`config.mk`:
```
export PLATFORM = sky130hd
export DESIGN_NAME = control_unit_flat
export DESIGN_NICKNAME = d
export VERILOG_FILES = /design/src/rtl/control_unit_if.sv /design/src/rtl/control_unit.sv /design/src/flat_wrapper.sv
export SDC_FILE = /design/constraint.sdc
export NUM_CORES = 1
export LEC_CHECK = 0
export ABC_CLOCK_PERIOD_IN_PS = 2450
export BUFFER_PORTS_ARGS = -buffer_cell sky130_fd_sc_hd__buf_4
export CORE_MARGIN = 2
export CORE_UTILIZATION = 25
export DETAILED_ROUTE_END_ITERATION = 10
export GPL_TIMING_DRIVEN = 0
export SYNTH_ARGS = -nofsm -noshare
export SYNTH_HDL_FRONTEND = slang
export SYNTH_SLANG_ARGS = --single-unit
```
`constraint.sdc`:
```
create_clock -name Clock -period 2.45 [get_ports Clock]
set_input_delay 0.49 -clock Clock [delete_from_list [all_inputs] [get_ports Clock]]
set_output_delay 0.49 -clock Clock [all_outputs]
set_load 0.02 [all_outputs]
```
`src/rtl/control_unit_if.sv`:
```
// Datapath-side bundle of the control unit: instruction register in, control strobes out.
// The control unit is the master; the datapath (or a bench) sits on the slave side.
interface control_unit_if;
    logic [31:0] IR;
    logic        PCout, IncPC, PC_enable, MAR_enable;
    logic        MDR_read, MDR_enable, MDRout, IR_enable, RAM_write;
    logic        Gra, Grb, Grc, R_in, R_out, BAout, Cout;
    logic        Y_enable, ZLowIn, ZHighIn, ZLowout;
    logic [4:0]  ALU_op;
    logic        Run;

    modport master (
        input  IR,
        output PCout, IncPC, PC_enable, MAR_enable,
        output MDR_read, MDR_enable, MDRout, IR_enable, RAM_write,
        output Gra, Grb, Grc, R_in, R_out, BAout, Cout,
        output Y_enable, ZLowIn, ZHighIn, ZLowout,
        output ALU_op, Run
    );

    modport slave (
        output IR,
        input  PCout, IncPC, PC_enable, MAR_enable,
        input  MDR_read, MDR_enable, MDRout, IR_enable, RAM_write,
        input  Gra, Grb, Grc, R_in, R_out, BAout, Cout,
        input  Y_enable, ZLowIn, ZHighIn, ZLowout,
        input  ALU_op, Run
    );
endinterface

```
`src/rtl/control_unit.sv`:
```
// Moore FSM sequencing fetch and execute for a simple single-bus CPU datapath.
// Define MEM_WAIT_EN to insert a wait state (W0, W5) ahead of each memory read.
module control_unit (
    input  logic          Clock,
    input  logic          Clear,
    control_unit_if.master dp
);
    localparam logic [4:0] OP_LDW  = 5'b00000;
    localparam logic [4:0] OP_LDI  = 5'b00001;
    localparam logic [4:0] OP_STW  = 5'b00010;
    localparam logic [4:0] OP_ADD  = 5'b00011;
    localparam logic [4:0] OP_SUB  = 5'b00100;
    localparam logic [4:0] OP_AND  = 5'b01001;
    localparam logic [4:0] OP_OR   = 5'b01010;
    localparam logic [4:0] OP_ADDI = 5'b01011;
    localparam logic [4:0] OP_ANDI = 5'b01100;
    localparam logic [4:0] OP_ORI  = 5'b01101;
    localparam logic [4:0] OP_HALT = 5'b11010;

    typedef enum logic [3:0] {
        S_RESET, S_T0, S_T1, S_T2, S_T3, S_T4, S_T5, S_T6, S_T7, S_HALT
`ifdef MEM_WAIT_EN
        , S_W0, S_W5
`endif
    } state_e;

    typedef enum logic [2:0] {
        K_LDW, K_LDI, K_STW, K_ALU_REG, K_ALU_IMM, K_NOP, K_HALT
    } kind_e;

    state_e     state_q, state_d;
    kind_e      kind;
    logic [4:0] opcode;
    logic       unused_ir;

    assign opcode    = dp.IR[31:27];
    assign unused_ir = ^dp.IR[26:0];

    // Unrecognised opcodes fall through to K_NOP.
    always_comb begin
        kind = K_NOP;
        case (opcode)
            OP_LDW:                          kind = K_LDW;
            OP_LDI:                          kind = K_LDI;
            OP_STW:                          kind = K_STW;
            OP_ADD, OP_SUB, OP_AND, OP_OR:   kind = K_ALU_REG;
            OP_ADDI, OP_ANDI, OP_ORI:        kind = K_ALU_IMM;
            OP_HALT:                         kind = K_HALT;
            default:                         kind = K_NOP;
        endcase
    end

    // NOTE: state register uses non-blocking assignment; async clear forces RESET at once.
    always_ff @(posedge Clock or negedge Clear) begin
        if (!Clear) state_q <= S_RESET;
        else        state_q <= state_d;
    end

    always_comb begin
        // NOTE: every output and the next state get a default first, so no path infers a latch.
        state_d       = state_q;
        dp.PCout      = 1'b0;
        dp.IncPC      = 1'b0;
        dp.PC_enable  = 1'b0;
        dp.MAR_enable = 1'b0;
        dp.MDR_read   = 1'b0;
        dp.MDR_enable = 1'b0;
        dp.MDRout     = 1'b0;
        dp.IR_enable  = 1'b0;
        dp.RAM_write  = 1'b0;
        dp.Gra        = 1'b0;
        dp.Grb        = 1'b0;
        dp.Grc        = 1'b0;
        dp.R_in       = 1'b0;
        dp.R_out      = 1'b0;
        dp.BAout      = 1'b0;
        dp.Cout       = 1'b0;
        dp.Y_enable   = 1'b0;
        dp.ZLowIn     = 1'b0;
        dp.ZHighIn    = 1'b0;
        dp.ZLowout    = 1'b0;
        dp.ALU_op     = 5'b00000;
        dp.Run        = (state_q != S_RESET) && (state_q != S_HALT);

        case (state_q)
            S_RESET: state_d = S_T0;
            S_T0: begin
                dp.PCout      = 1'b1;
                dp.MAR_enable = 1'b1;
                dp.IncPC      = 1'b1;
                dp.MDR_read   = 1'b1;
`ifdef MEM_WAIT_EN
                state_d = S_W0;
`else
                state_d = S_T1;
`endif
            end
`ifdef MEM_WAIT_EN
            S_W0: begin
                dp.MDR_read = 1'b1;
                state_d     = S_T1;
            end
            S_W5: begin
                dp.MDR_read = 1'b1;
                state_d     = S_T6;
            end
`endif
            S_T1: begin
                dp.MDR_read   = 1'b1;
                dp.MDR_enable = 1'b1;
                dp.PC_enable  = 1'b1;
                state_d       = S_T2;
            end
            S_T2: begin
                dp.MDRout    = 1'b1;
                dp.IR_enable = 1'b1;
                state_d      = S_T3;
            end
            S_T3: begin
                case (kind)
                    K_LDI, K_LDW, K_STW: begin
                        dp.Grb      = 1'b1;
                        dp.BAout    = 1'b1;
                        dp.Y_enable = 1'b1;
                        state_d     = S_T4;
                    end
                    K_ALU_REG, K_ALU_IMM: begin
                        dp.Grb      = 1'b1;
                        dp.R_out    = 1'b1;
                        dp.Y_enable = 1'b1;
                        state_d     = S_T4;
                    end
                    K_HALT:  state_d = S_HALT;
                    default: state_d = S_T0;
                endcase
            end
            S_T4: begin
                // Address and immediate forms both add the constant to Y.
                dp.ZLowIn  = 1'b1;
                dp.ZHighIn = 1'b1;
                state_d    = S_T5;
                if (kind == K_ALU_REG) begin
                    dp.Grc    = 1'b1;
                    dp.R_out  = 1'b1;
                    dp.ALU_op = opcode;
                end else if (kind == K_ALU_IMM) begin
                    dp.Cout   = 1'b1;
                    dp.ALU_op = opcode;
                end else begin
                    dp.Cout   = 1'b1;
                    dp.ALU_op = OP_ADD;
                end
            end
            S_T5: begin
                dp.ZLowout = 1'b1;
                if (kind == K_LDW) begin
                    dp.MAR_enable = 1'b1;
`ifdef MEM_WAIT_EN
                    state_d = S_W5;
`else
                    state_d = S_T6;
`endif
                end else if (kind == K_STW) begin
                    dp.MAR_enable = 1'b1;
                    state_d       = S_T6;
                end else begin
                    dp.Gra  = 1'b1;
                    dp.R_in = 1'b1;
                    state_d = S_T0;
                end
            end
            S_T6: begin
                dp.MDR_enable = 1'b1;
                state_d       = S_T7;
                if (kind == K_STW) begin
                    dp.Gra   = 1'b1;
                    dp.R_out = 1'b1;
                end else begin
                    dp.MDR_read = 1'b1;
                end
            end
            S_T7: begin
                state_d = S_T0;
                if (kind == K_STW) begin
                    dp.RAM_write = 1'b1;
                end else begin
                    dp.MDRout = 1'b1;
                    dp.Gra    = 1'b1;
                    dp.R_in   = 1'b1;
                end
            end
            S_HALT:  state_d = S_HALT;
            default: state_d = S_RESET;
        endcase
    end
endmodule
```
`src/flat_wrapper.sv`:
```
// flat-port wrapper written by rule: the top's interface ports become plain ports
module control_unit_flat 
  (Clock, Clear, dp_IR, dp_PCout, dp_IncPC, dp_PC_enable, dp_MAR_enable, dp_MDR_read, dp_MDR_enable, dp_MDRout, dp_IR_enable, dp_RAM_write, dp_Gra, dp_Grb, dp_Grc, dp_R_in, dp_R_out, dp_BAout, dp_Cout, dp_Y_enable, dp_ZLowIn, dp_ZHighIn, dp_ZLowout, dp_ALU_op, dp_Run);
  control_unit_if dp_i ();
  input  logic Clock;
  input  logic Clear;
  input wire logic [$bits(dp_i.IR)-1:0] dp_IR;
  output wire logic [$bits(dp_i.PCout)-1:0] dp_PCout;
  output wire logic [$bits(dp_i.IncPC)-1:0] dp_IncPC;
  output wire logic [$bits(dp_i.PC_enable)-1:0] dp_PC_enable;
  output wire logic [$bits(dp_i.MAR_enable)-1:0] dp_MAR_enable;
  output wire logic [$bits(dp_i.MDR_read)-1:0] dp_MDR_read;
  output wire logic [$bits(dp_i.MDR_enable)-1:0] dp_MDR_enable;
  output wire logic [$bits(dp_i.MDRout)-1:0] dp_MDRout;
  output wire logic [$bits(dp_i.IR_enable)-1:0] dp_IR_enable;
  output wire logic [$bits(dp_i.RAM_write)-1:0] dp_RAM_write;
  output wire logic [$bits(dp_i.Gra)-1:0] dp_Gra;
  output wire logic [$bits(dp_i.Grb)-1:0] dp_Grb;
  output wire logic [$bits(dp_i.Grc)-1:0] dp_Grc;
  output wire logic [$bits(dp_i.R_in)-1:0] dp_R_in;
  output wire logic [$bits(dp_i.R_out)-1:0] dp_R_out;
  output wire logic [$bits(dp_i.BAout)-1:0] dp_BAout;
  output wire logic [$bits(dp_i.Cout)-1:0] dp_Cout;
  output wire logic [$bits(dp_i.Y_enable)-1:0] dp_Y_enable;
  output wire logic [$bits(dp_i.ZLowIn)-1:0] dp_ZLowIn;
  output wire logic [$bits(dp_i.ZHighIn)-1:0] dp_ZHighIn;
  output wire logic [$bits(dp_i.ZLowout)-1:0] dp_ZLowout;
  output wire logic [$bits(dp_i.ALU_op)-1:0] dp_ALU_op;
  output wire logic [$bits(dp_i.Run)-1:0] dp_Run;
  assign dp_i.IR = dp_IR;
  assign dp_PCout = dp_i.PCout;
  assign dp_IncPC = dp_i.IncPC;
  assign dp_PC_enable = dp_i.PC_enable;
  assign dp_MAR_enable = dp_i.MAR_enable;
  assign dp_MDR_read = dp_i.MDR_read;
  assign dp_MDR_enable = dp_i.MDR_enable;
  assign dp_MDRout = dp_i.MDRout;
  assign dp_IR_enable = dp_i.IR_enable;
  assign dp_RAM_write = dp_i.RAM_write;
  assign dp_Gra = dp_i.Gra;
  assign dp_Grb = dp_i.Grb;
  assign dp_Grc = dp_i.Grc;
  assign dp_R_in = dp_i.R_in;
  assign dp_R_out = dp_i.R_out;
  assign dp_BAout = dp_i.BAout;
  assign dp_Cout = dp_i.Cout;
  assign dp_Y_enable = dp_i.Y_enable;
  assign dp_ZLowIn = dp_i.ZLowIn;
  assign dp_ZHighIn = dp_i.ZHighIn;
  assign dp_ZLowout = dp_i.ZLowout;
  assign dp_ALU_op = dp_i.ALU_op;
  assign dp_Run = dp_i.Run;
  control_unit u_core (.Clock(Clock), .Clear(Clear), .dp(dp_i));
endmodule
```
== Word-level counts from Yosys, hierarchy flattened ==
Memories as Yosys holds them, arrays and structs flattened.
Cells that the tools add are included.

* Bitwise gates (word level): 0
* Mux-type cells: 33
* Multipliers: 0
* Shift-type cells: 0
* Divide/modulo/power cells: 0
* Add/subtract/negate cells: 0
* Reductions and logical operators: 10
* Order comparisons: 0
* Equal/unequal tests: 15

{| class="wikitable"
|+ Operators by type and width
! kind !! number
|-
| $pmux W4 S9 || 1
|-
| $mux W1 || 20
|-
| $eq A4 B3 Y1 const B || 4
|-
| $mux W5 || 3
|-
| $eq A4 B2 Y1 const B || 2
|-
| $eq A4 B4 Y1 const B || 2
|-
| $pmux W1 S2 || 4
|-
| $pmux W4 S2 || 1
|-
| $reduce_or A2 Y1 || 4
|-
| $eq A3 B2 Y1 const B || 2
|-
| $eq A3 B3 Y1 const B || 2
|-
| $pmux W1 S3 || 2
|-
| $reduce_or A5 Y1 || 1
|-
| $eq A4 B1 Y1 const B || 1
|-
| $logic_not A4 Y1 || 1
|-
| $mux W4 || 1
|-
| $ne A4 B4 Y1 const B || 1
|-
| $reduce_bool A4 Y1 || 1
|-
| $eq A3 B1 Y1 const B || 1
|-
| $logic_not A3 Y1 || 1
|-
| $mux W3 || 1
|-
| $reduce_or A3 Y1 || 1
|-
| $logic_and A1 B1 Y1 || 1
|}

* Memories kept: 1
* Output and inout port bits: 26
* Bits in read-only memories: 96
* Bits of input ports: 34
* Bits in latches: 0
* Bits in writable memories: 0
* Bits in registers: 4
* Word-level logic and storage cells: 60

{| class="wikitable"
|+ Memories
! memory !! words !! width !! rd ports !! clocked after memory_dff !! wr ports !! RTL line !! RTL
|-
| (no name shown) || 32 || 3 || 1 || 0 || 0 || control_unit.sv:42 || <nowiki>case (opcode)</nowiki>
|}

== Depth between registers and ports, before layout ==
Gate-level depths: netlist of the first run.
An unclocked memory read counts as a cell.

* Depth in word-level cells: 5
* Depth in mapped cells: 7
* Gate-level depth less buffers: 6

== Worst setup path before layout of the first run ==
OpenSTA, ideal clock, no wires.

* Path type: input -> output
* Start point: input dp_IR[27]
* End point: output dp_Y_enable
* Stages: 7
* Arrival time: 2029 ps
* Setup slack: -69 ps
* Path buffers: 1
* Cell sequence: inv_1 ha_1 or3b_1 a21oi_2 nor2_1 nor2_1 buf_4

* Word-level cells in the longest chain between the ends: 5
* Elaborated cells on any way between the ends: 9

{| class="wikitable"
|+ Ends and longest elaborated chain
! element !! RTL line !! RTL
|-
| from (decl) || flat_wrapper.sv:7 || <nowiki>input wire logic [$bits(dp_i.IR)-1:0] dp_IR;</nowiki>
|-
| $mem_v2 Z32 W3 (*) || n/a ||
|-
| $eq A3 B1 Y1, or another cell as far along || n/a ||
|-
| $reduce_or A5 Y1 (no source line) (*) || n/a ||
|-
| $mux W1 (*) (2 in series) || n/a ||
|-
| to (decl) || flat_wrapper.sv:24 || <nowiki>output wire logic [$bits(dp_i.Y_enable)-1:0] dp_Y_enable;</nowiki>
|}

Every way passes the cells marked *; elsewhere a longest branch is shown, timed or not.

== Worst setup path in the final report of the first run ==
* Start point: input dp_IR[28]
* End point: output dp_ALU_op[2]

* Word-level cells in the longest chain between the ends: 5
* Elaborated cells on any way between the ends: 6

{| class="wikitable"
|+ Ends and longest elaborated chain
! element !! RTL line !! RTL
|-
| $mem_v2 Z32 W3 (*) || n/a ||
|-
| $eq A3 B3 Y1 || control_unit.sv:146 || <nowiki>end else if (kind == K_ALU_IMM) begin</nowiki>
|-
| $mux W5 || control_unit.sv:146 ||
|-
| $mux W5 (*) || control_unit.sv:142 || <nowiki>if (kind == K_ALU_REG) begin</nowiki>
|-
| $mux W5 (*) || control_unit.sv:85 || <nowiki>case (state_q)</nowiki>
|-
| to (decl) || flat_wrapper.sv:28 || <nowiki>output wire logic [$bits(dp_i.ALU_op)-1:0] dp_ALU_op;</nowiki>
|}

Marked as above.

==> results of run 1 <==
## cells by family after synthesis
kind of cell | count (synthesis) | share of synthesized area
adders and majority gates | 3 | 0.0522
and+or+nand+nor | 58 | 0.435
buffers and inverters | 15 | 0.104
AOI/OAI and AO/OA | 24 | 0.238
DFF | 4 | 0.139
muxes | 1 | 0.0139
xor gates and xnor gates | 1 | 0.0122
other | 1 | 0.00521
## worst max-delay path: stages
cell	delay, ns
buf_8	0.11
inv_4	0.06
ha_4	0.21
or3b_4	0.41
a21oi_4	0.22
nor2_4	0.08
nor3_2	0.17
buf_4	0.16
## power groups by stage
stage / clock [mW] / sequential (mW) / combinational (mW)
3_3_place_gp: 0 / 0.110 / 0.782
3_5_place_dp: 0 / 0.111 / 0.795
6_report: 0.0789 / 0.111 / 0.816
5_1_grt: 0.0883 / 0.112 / 0.884
2_1_floorplan: 0 / 0.105 / 0.526
4_1_cts: 0.0842 / 0.110 / 0.802
## layer usage
metal / up-vias / GRT usage
met5: - / 0
met4: 0 / 0.0365
met3: 4 / 0.0290
met2: 41 / 0.231
met1: 415 / 0.158
li1: 444 / -
## path summary, 6_finish.rpt
kind	from	end	slack [ns]	depth (start not counted)
worst max register to register	u_core.state_q[2]	u_core.state_q[2]	0.98	6
min in group Clock	u_core.state_q[1]	u_core.state_q[1]	0.69	2
worst min-delay path	Clear	u_core.state_q[0]	0.04	1
worst max-delay path	dp_IR[28]	dp_ALU_op[2]	0.05	8
max in group asynchronous	Clear	u_core.state_q[3]	2.30	1
worst min register to register	u_core.state_q[1]	u_core.state_q[1]	0.69	2
## cell type report
class / instances / area (sq um) / area share
Clock buffer: 3 / 22.5 / 0.0201
Sequential cell: 4 / 100 / 0.0895
Tap cell: 31 / 38.8 / 0.0347
Multi-Input combinational cell: 88 / 614 / 0.549
Inverter: 5 / 23.8 / 0.0213
Buffer: 9 / 48.8 / 0.0436
Timing Repair Buffer: 34 / 270 / 0.242
## through the flow
stage                     cell area (sq um)  setup WS [ns]  hold WS [ns]  TNS [ns]   util
after floorplan                         727        -0.0528         0.194    -0.106      -
after global placement                  998         -0.136         0.286    -0.739  0.365
after detailed placement                998         -0.152         0.288    -0.911  0.365
after CTS                              1040        -0.0103        0.0340   -0.0202  0.379
after global routing                   1120        -0.0211        0.0372   -0.0580  0.409
final                                  1120         0.0473        0.0434         0  0.409
## cells in the final DEF (no fill, tap or decap), types with 2 or more instances in the layout
cell,count
nand3_1,2
buf_4,34
nor3_2,3
buf_6,2
nand3b_1,2
nand2_1,11
nor2b_1,2
or2_1,2
ha_1,2
o21ai_0,3
nor2_1,9
nor2_2,2
a21oi_1,4
or3_4,2
clkbuf_4,3
clkbuf_1,2
and3_2,2
dfrtp_1,4
inv_1,2
nor4_1,2
inv_4,2
nor3_1,5
nand2b_1,5
buf_2,3
and2_1,2
a31oi_1,2
or2b_1,2
## what timing repair did
item	in CTS	in global routing
resized for setup	4	18
buffers inserted	0	3
pin swaps	1	10
endpoints found under the hold margin	0	0
setup endpoints to repair	12	11
==> metrics.txt, run 1 <==
status complete, no violations; max cap viols 0; die width 57.6 microns; I/O Pins 60; synth top area cells dfrtp_1 (14%), nand2_1 (5.7%), nor2_1 (5.7%); Max Used Layer met4; crit path kind in -> out; H-tree depth 1; wire per inst 12.7 microns; largest register by flop count u_core.state_q; top flop regs u_core.state_q (4); Leak 0.502 nW; mapped cell area 719 sq um; GRT overflow 0; initial antenna violation count 0; Crit path required time 1.96 ns; synthesized instance count 107; met3 wire len 163 microns; Hold Buf Count CTS 0; Pwr Density 899 mW/mm^2; antenna fix cells 0; non-filler cells, final 174; total power 1.01 mW; CTS Sinks 4; final wirelength 2210 microns; Top FF cell, synth dfrtp_1; Layout Nets 182; Hold Crit Class in -> async; IO buf count 31; Net Switching 0.521 mW; clock tree buffer depth 2; share of layout cells above drive strength 1 0.441; Setup Viol. Count Final 0; Worst Clk Skew 0.00537 ns; final-layout fill cell count 302; fin crit share 0.981; synth warn 0; area share of the largest cell type after synthesis 0.139; All-Layer GR Usage 0.130; drt pass-1 iters 4; combinational power share 0.811; Fin. Hold Viols 0; DPL Wire Length 1720 microns; via count 904; Iter 0 DRT Violations 26; sequential share of the synthesized area 0.139; largest area contributor in the netlist dfrtp_1; Die ar. 0.00332 sq mm; Synth Register Bits 4; Largest register FFs 4; DR vias/cell 5.20; nature of the critical path startpoint input port; RSZ-0062 raised after global routing true; TritonCTS Buffers 3; synth-to-layout area growth 55.5%; Die Ht 57.6 microns; M1 WL 934 microns; Mean Syn Cell Area 6.72 sq um; TritonCTS clock tree built; Max VDD drop 529 uV; clock power share 0.078; sequential power share 0.110; Distinct cells, synth 45; Syn Nets 144; Placed Instances 169; min cycle time layout 2.40 ns; number of global-route vias before repair 810; # DRC 0; internal power 0.485 mW; crit-path max FO 6; Post-synth EDFFs 0; largest net degree at the start of global routing 11; met2 wire length 1070 microns; synth cell count leaders nand2_1 (11), nor2_1 (11), nor3_1 (7); WP data arrival 1.91 ns; asr flop ratio synth 1.00; sw frac 0.518; maximum clock rate 416 MHz; Core Area 0.00273 sq mm; initial core utilization 0.263; Root Driver clkbuf_4; global-route wire length before repair 3500 microns; site row count 19; clk slew on worst S/H paths 0.04 ns; ANT nets after route 0; Placer Congestion 0.875; Worst-Skew Late Latency 0.23 ns; Crit. End Element output pin; Max Slew Vio Count 0
(Power assumes the default switching activity.)
==> run 2, diff against run 1 <==
ABC_AREA = 1   (was unset)
CORE_MARGIN = 3   (was 2)
==> metrics.txt, run 2 <==
synth warn 0; Crit path required time 1.96 ns; Crit. End Element output pin; slowest stage delay, CP 0.29 ns; max cap viols 0; worst slack on hold paths 0.0405 ns; WP data arrival 1.80 ns; wire per inst 10.1 microns; status complete, no violations; delay-heaviest family, CP simple AND/OR/NAND/NOR gates; Levels on crit path 12; top flop regs u_core.state_q (4); clock tree buffer depth 2; Fin. Hold Viols 0; sequential share of the synthesized area 0.158; global-route wire length before repair 2910 microns; mapped cell area 634 sq um; CTS Sinks 4; largest register by flop count u_core.state_q; TritonCTS Buffers 3; Setup TNS 0 ns; clk slew on worst S/H paths 0.04 ns; design area 942 sq um; min cycle time layout 2.29 ns; crit path kind in -> out; Leak 0.573 nW; Core Area 0.00232 sq mm; Mean Syn Cell Area 5.47 sq um; antenna fix cells 0; Top FF cell, synth dfrtp_1; most common cell after layout, fill and taps aside buf_4; number of global-route vias before repair 720; commonest non-fill, non-tap cells in the layout buf_4 (36), nand2_1 (25), inv_1 (23), nor2_1 (14); # DRC 0; met2 usage in global routing 0.209; Post-synth EDFFs 0; most common cell in the netlist nand2_1; maximum clock rate 436 MHz; Layout Nets 190; GRT overflow 0; met3 Use GR 0.0368; Root Driver clkbuf_4; largest net degree at the start of global routing 8; crit-path max FO 5; Max VDD drop 492 uV; die width 56.4 microns; Placed Instance Area 902 sq um; site row count 17; synth cell count leaders nand2_1 (25), inv_1 (23), nor2_1 (14); r2r worst-path depth 8; All-Layer GR Usage 0.112; I/O Pins 60; fin crit share 0.936; drt pass-1 iters 4; Hold Crit Class in -> async; Placer Congestion 0.811; share of layout cells above drive strength 1 0.338; reg-to-reg slack, setup 1.09 ns; final-layout fill cell count 254; Die ar. 0.00318 sq mm; synthesized instance count 116; via count 809; Syn Nets 153; Worst Clk Skew 0.00721 ns; gr busiest metal met2; largest area contributor in the netlist dfrtp_1; Iter 0 DRT Violations 21; H-tree depth 1; synth-to-layout area growth 48.5%; Synth Register Bits 4; initial antenna violation count 0; Distinct cells, synth 18; area share of the largest cell type after synthesis 0.158; IO buf count 31; Max Slew Vio Count 0; ANT nets after route 0; synth top area cells dfrtp_1 (16%), nand2_1 (15%), inv_1 (14%); met1 Track Usage GR 0.123; Die Ht 56.4 microns; post-layout util 0.406; slowest library cell on the worst path ha_1; DPL Wire Length 1560 microns; Critical Path Most Common Cell nand2_1; Largest register FFs 4; asr flop ratio synth 1.00; Setup Viol. Count Final 0; Worst-Skew Late Latency 0.24 ns; WP buf/inv 4; Hold Buf Count CTS 0; nature of the critical path startpoint input port; DR vias/cell 4.52; Pwr Density 931 mW/mm^2; TritonCTS clock tree built; initial core utilization 0.274; final wirelength 1800 microns; cells along the critical path buf_4, inv_1, ha_1, nand2_1, nand2_1, nand3_2, inv_1, nand3_2, nand2_1, nand2_1, nand2_1, buf_4
## run 2: cell types whose count changed after synthesis, sizes merged, moves of 3 or more
cell    previous run  this run
nand2             11        29
a21oi              5         8
nand3              2        10
nor2              12        16
nand2b             5         0
nand4              0         4
buf                8         4
or2                3         0
inv                5        27
a31oi              3         0
## run 2: cell type report
type,count,area [sq um],area share
sequential,4,100,0.106
buffer,4,30.0,0.0319
timing repair buffer,32,240,0.255
inverter,27,101,0.108
multi-input combinational,81,413,0.438
clock buffer,3,22.5,0.0239
tap,28,35.0,0.0372
## run 2: final timing paths
kind / from / endpoint
worst max-delay path: dp_IR[28] / dp_MAR_enable
worst min-delay path: Clear / u_core.state_q[0]
worst max register to register: u_core.state_q[2] / u_core.state_q[2]
worst min register to register: u_core.state_q[0] / u_core.state_q[0]
max in group asynchronous: Clear / u_core.state_q[2]
min in group Clock: u_core.state_q[0] / u_core.state_q[0]
## run 2: cell families (layout without fill, tap and decap cells)
family                     Yosys count  count (layout)  synth area share
AOI/OAI and AO/OA                   11              11            0.0868
DFF                                  4               4             0.158
and+or+nand+nor                     66              66             0.483
adders and majority gates            3               3            0.0592
other                                1               1           0.00591
buffers and inverters               31              66             0.207
## run 2: power by group
part           switching (mW)  leakage, nW  total (mW)  internal (mW)
registers              0.0317       0.0507       0.127         0.0952
logic                   0.407        0.508       0.670          0.263
clock network          0.0263       0.0138      0.0811         0.0547
## run 2: metrics by stage
step	setup slack, ns	instances	power, mW
final	0.156	179	0.877
after global routing	-0.00212	179	0.951
after CTS	0.0779	178	0.889
after detailed placement	0.0846	175	0.804
after global placement	0.0982	175	0.793
after floorplan	0.151	116	0.544
## run 2: what timing repair did
action / CTS / global route
endpoints found under the setup margin: 0 / 6
resized for setup: 0 / 2
buffers inserted: 0 / 1
## run 2: metal layers
metal  share of wire  vias up
li1                -      427
met4               0        0
met5               0        -
met1            0.45      357
met2            0.49       25
met3           0.061        0
==> run 3, diff against run 2 <==
CAP_MARGIN = 5   (was unset)
CELL_PAD_IN_SITES_DETAIL_PLACEMENT = 1   (was unset)
CELL_PAD_IN_SITES_GLOBAL_PLACEMENT = 2   (was unset)
CORE_UTILIZATION = 15   (was 25)
PLACE_DENSITY_LB_ADDON = 0.1   (was unset)
==> metrics.txt, run 3 (synthesis results as in run 2) <==
status complete, no violations; DPL Wire Length 1980 microns; Setup Viol. Count Final 0; Placer Congestion 0.693; FF+latch area 100 sq um; Crit path required time 1.96 ns; crit-path max FO 5; die width 71.0 microns; Die Ht 71.0 microns; internal power 0.463 mW; min cycle time layout 2.33 ns; Levels on crit path 10; crit path kind in -> out; share of layout cells above drive strength 1 0.359; number of global-route vias before repair 854; via count 809; slowest library cell on the worst path nand2_2; final wirelength 2290 microns; CTS Sinks 4; fin crit share 0.950; Hold Buf Count CTS 0; WP buf/inv 4; site row count 23; GRT overflow 0; sequential power share 0.135; Fin. Hold Viols 0; max cap viols 0; Crit. End Element output pin; All-Layer GR Usage 0.0923; most common cell after layout, fill and taps aside buf_4; non-filler cells, final 203; sw frac 0.515; Die ar. 0.00505 sq mm; delay-heaviest family, CP simple AND/OR/NAND/NOR gates; # DRC 0; I/O Pins 60; Placed Instances 197; clock tree buffer depth 2; post-layout util 0.251; nature of the critical path startpoint input port; slowest stage delay, CP 0.23 ns; Max VDD drop 201 uV; Core Area 0.00403 sq mm; total power 0.956 mW; worst slack on hold paths 0.0626 ns; clock power share 0.142; Worst setup endpoint dp_ALU_op[0]; DR vias/cell 3.99; Setup TNS 0 ns; IO buf count 31; Worst R2R Start u_core.state_q[2]; cells along the critical path buf_4, inv_1, ha_1, nand4_1, nand2_2, nor2_4, inv_2, nand2_2, a21oi_1, buf_4; Worst Clk Skew 0.00444 ns; largest net degree at the start of global routing 8; top flop regs u_core.state_q (4); r2r worst-path depth 8; commonest non-fill, non-tap cells in the layout buf_4 (38), nand2_1 (25), inv_1 (22), nor2_1 (14), nand3_1 (8); worst setup path start dp_IR[27]; TritonCTS clock tree built; maximum clock rate 430 MHz; Pwr Density 946 mW/mm^2; global-route wire length before repair 3900 microns; drt pass-1 iters 3; Max Slew Vio Count 0; Layout Nets 192; ANT nets after route 0; R2R Path End u_core.state_q[2]; Leak 0.582 nW; WP data arrival 1.84 ns; clk slew on worst S/H paths 0.03 ns; largest register by flop count u_core.state_q; Worst-Skew Late Latency 0.21 ns; H-tree depth 1; area of the multi-input gates 419 sq um; initial antenna violation count 0; Largest register FFs 4; reg-to-reg slack, setup 0.99 ns; TritonCTS Buffers 3; Net Switching 0.492 mW; wire per inst 11.3 microns; final-layout fill cell count 532; antenna fix cells 0; synth-to-layout area growth 59.2%; combinational power share 0.723; Iter 0 DRT Violations 16; Hold Crit Class in -> async; initial core utilization 0.157; Root Driver clkbuf_8
[run 3: cell count changes in the layout (fill, tap and decap cells not counted), sizes merged]
cell	before	now
buf	36	38
[run 3: final cells by class]
type	instances	area share
multi-input combinational	81	0.415
timing repair buffer	34	0.253
inverter	27	0.100
sequential	4	0.0991
tap	50	0.0620
clock buffer	3	0.0409
buffer	4	0.0297
[run 3: routing by layer]
metal / wire length [microns] / up-vias / GRT usage
met4: 0 / 0 / 0.00626
li1: - / 430 / -
met2: 1160 / 18 / 0.171
met3: 90 / 0 / 0.0142
met1: 1040 / 361 / 0.117
met5: 0 / - / 0
[run 3: power groups by stage]
stage | logic, mW | clock network (mW) | registers, mW
global placement | 0.705 | 0 | 0.131
detailed placement | 0.701 | 0 | 0.130
global route | 0.762 | 0.145 | 0.132
floorplan | 0.425 | 0 | 0.119
finish | 0.691 | 0.136 | 0.129
CTS | 0.703 | 0.137 | 0.130
[run 3: worst min path at each step]
stage,slack [ns],depth (start not counted),from,endpoint
2_1_floorplan,0.19,0,Clear,u_core.state_q[0]
3_3_place_gp,0.28,1,Clear,u_core.state_q[0]
3_5_place_dp,0.29,1,Clear,u_core.state_q[0]
4_1_cts,0.06,1,Clear,u_core.state_q[0]
5_1_grt,0.06,1,Clear,u_core.state_q[0]
6_report,0.06,1,Clear,u_core.state_q[2]
[run 3: worst reg2reg max path, cell delays in order (launching register included)]
cell     delay (ns)
dfrtp_1        0.38
inv_1          0.08
nor2_1         0.14
inv_1          0.08
nor2_2         0.32
inv_1          0.17
nand2_1        0.10
a21oi_1        0.04
nand2_1        0.07
[run 3: through the flow]
| stage | area, sq um | setup WS, ns |
|---|---|---|
| final | 1010 | 0.122 |
| after global routing | 1010 | -0.0104 |
| after CTS | 971 | 0.0277 |
| after detailed placement | 930 | 0.0313 |
| after global placement | 930 | 0.00661 |
| after floorplan | 634 | 0.151 |
[run 3: repair_timing]
action                                  in CTS  in global routing
endpoints found under the setup margin       0                 12
gates resized for setup                      0                  4
buffers inserted                             0                  3
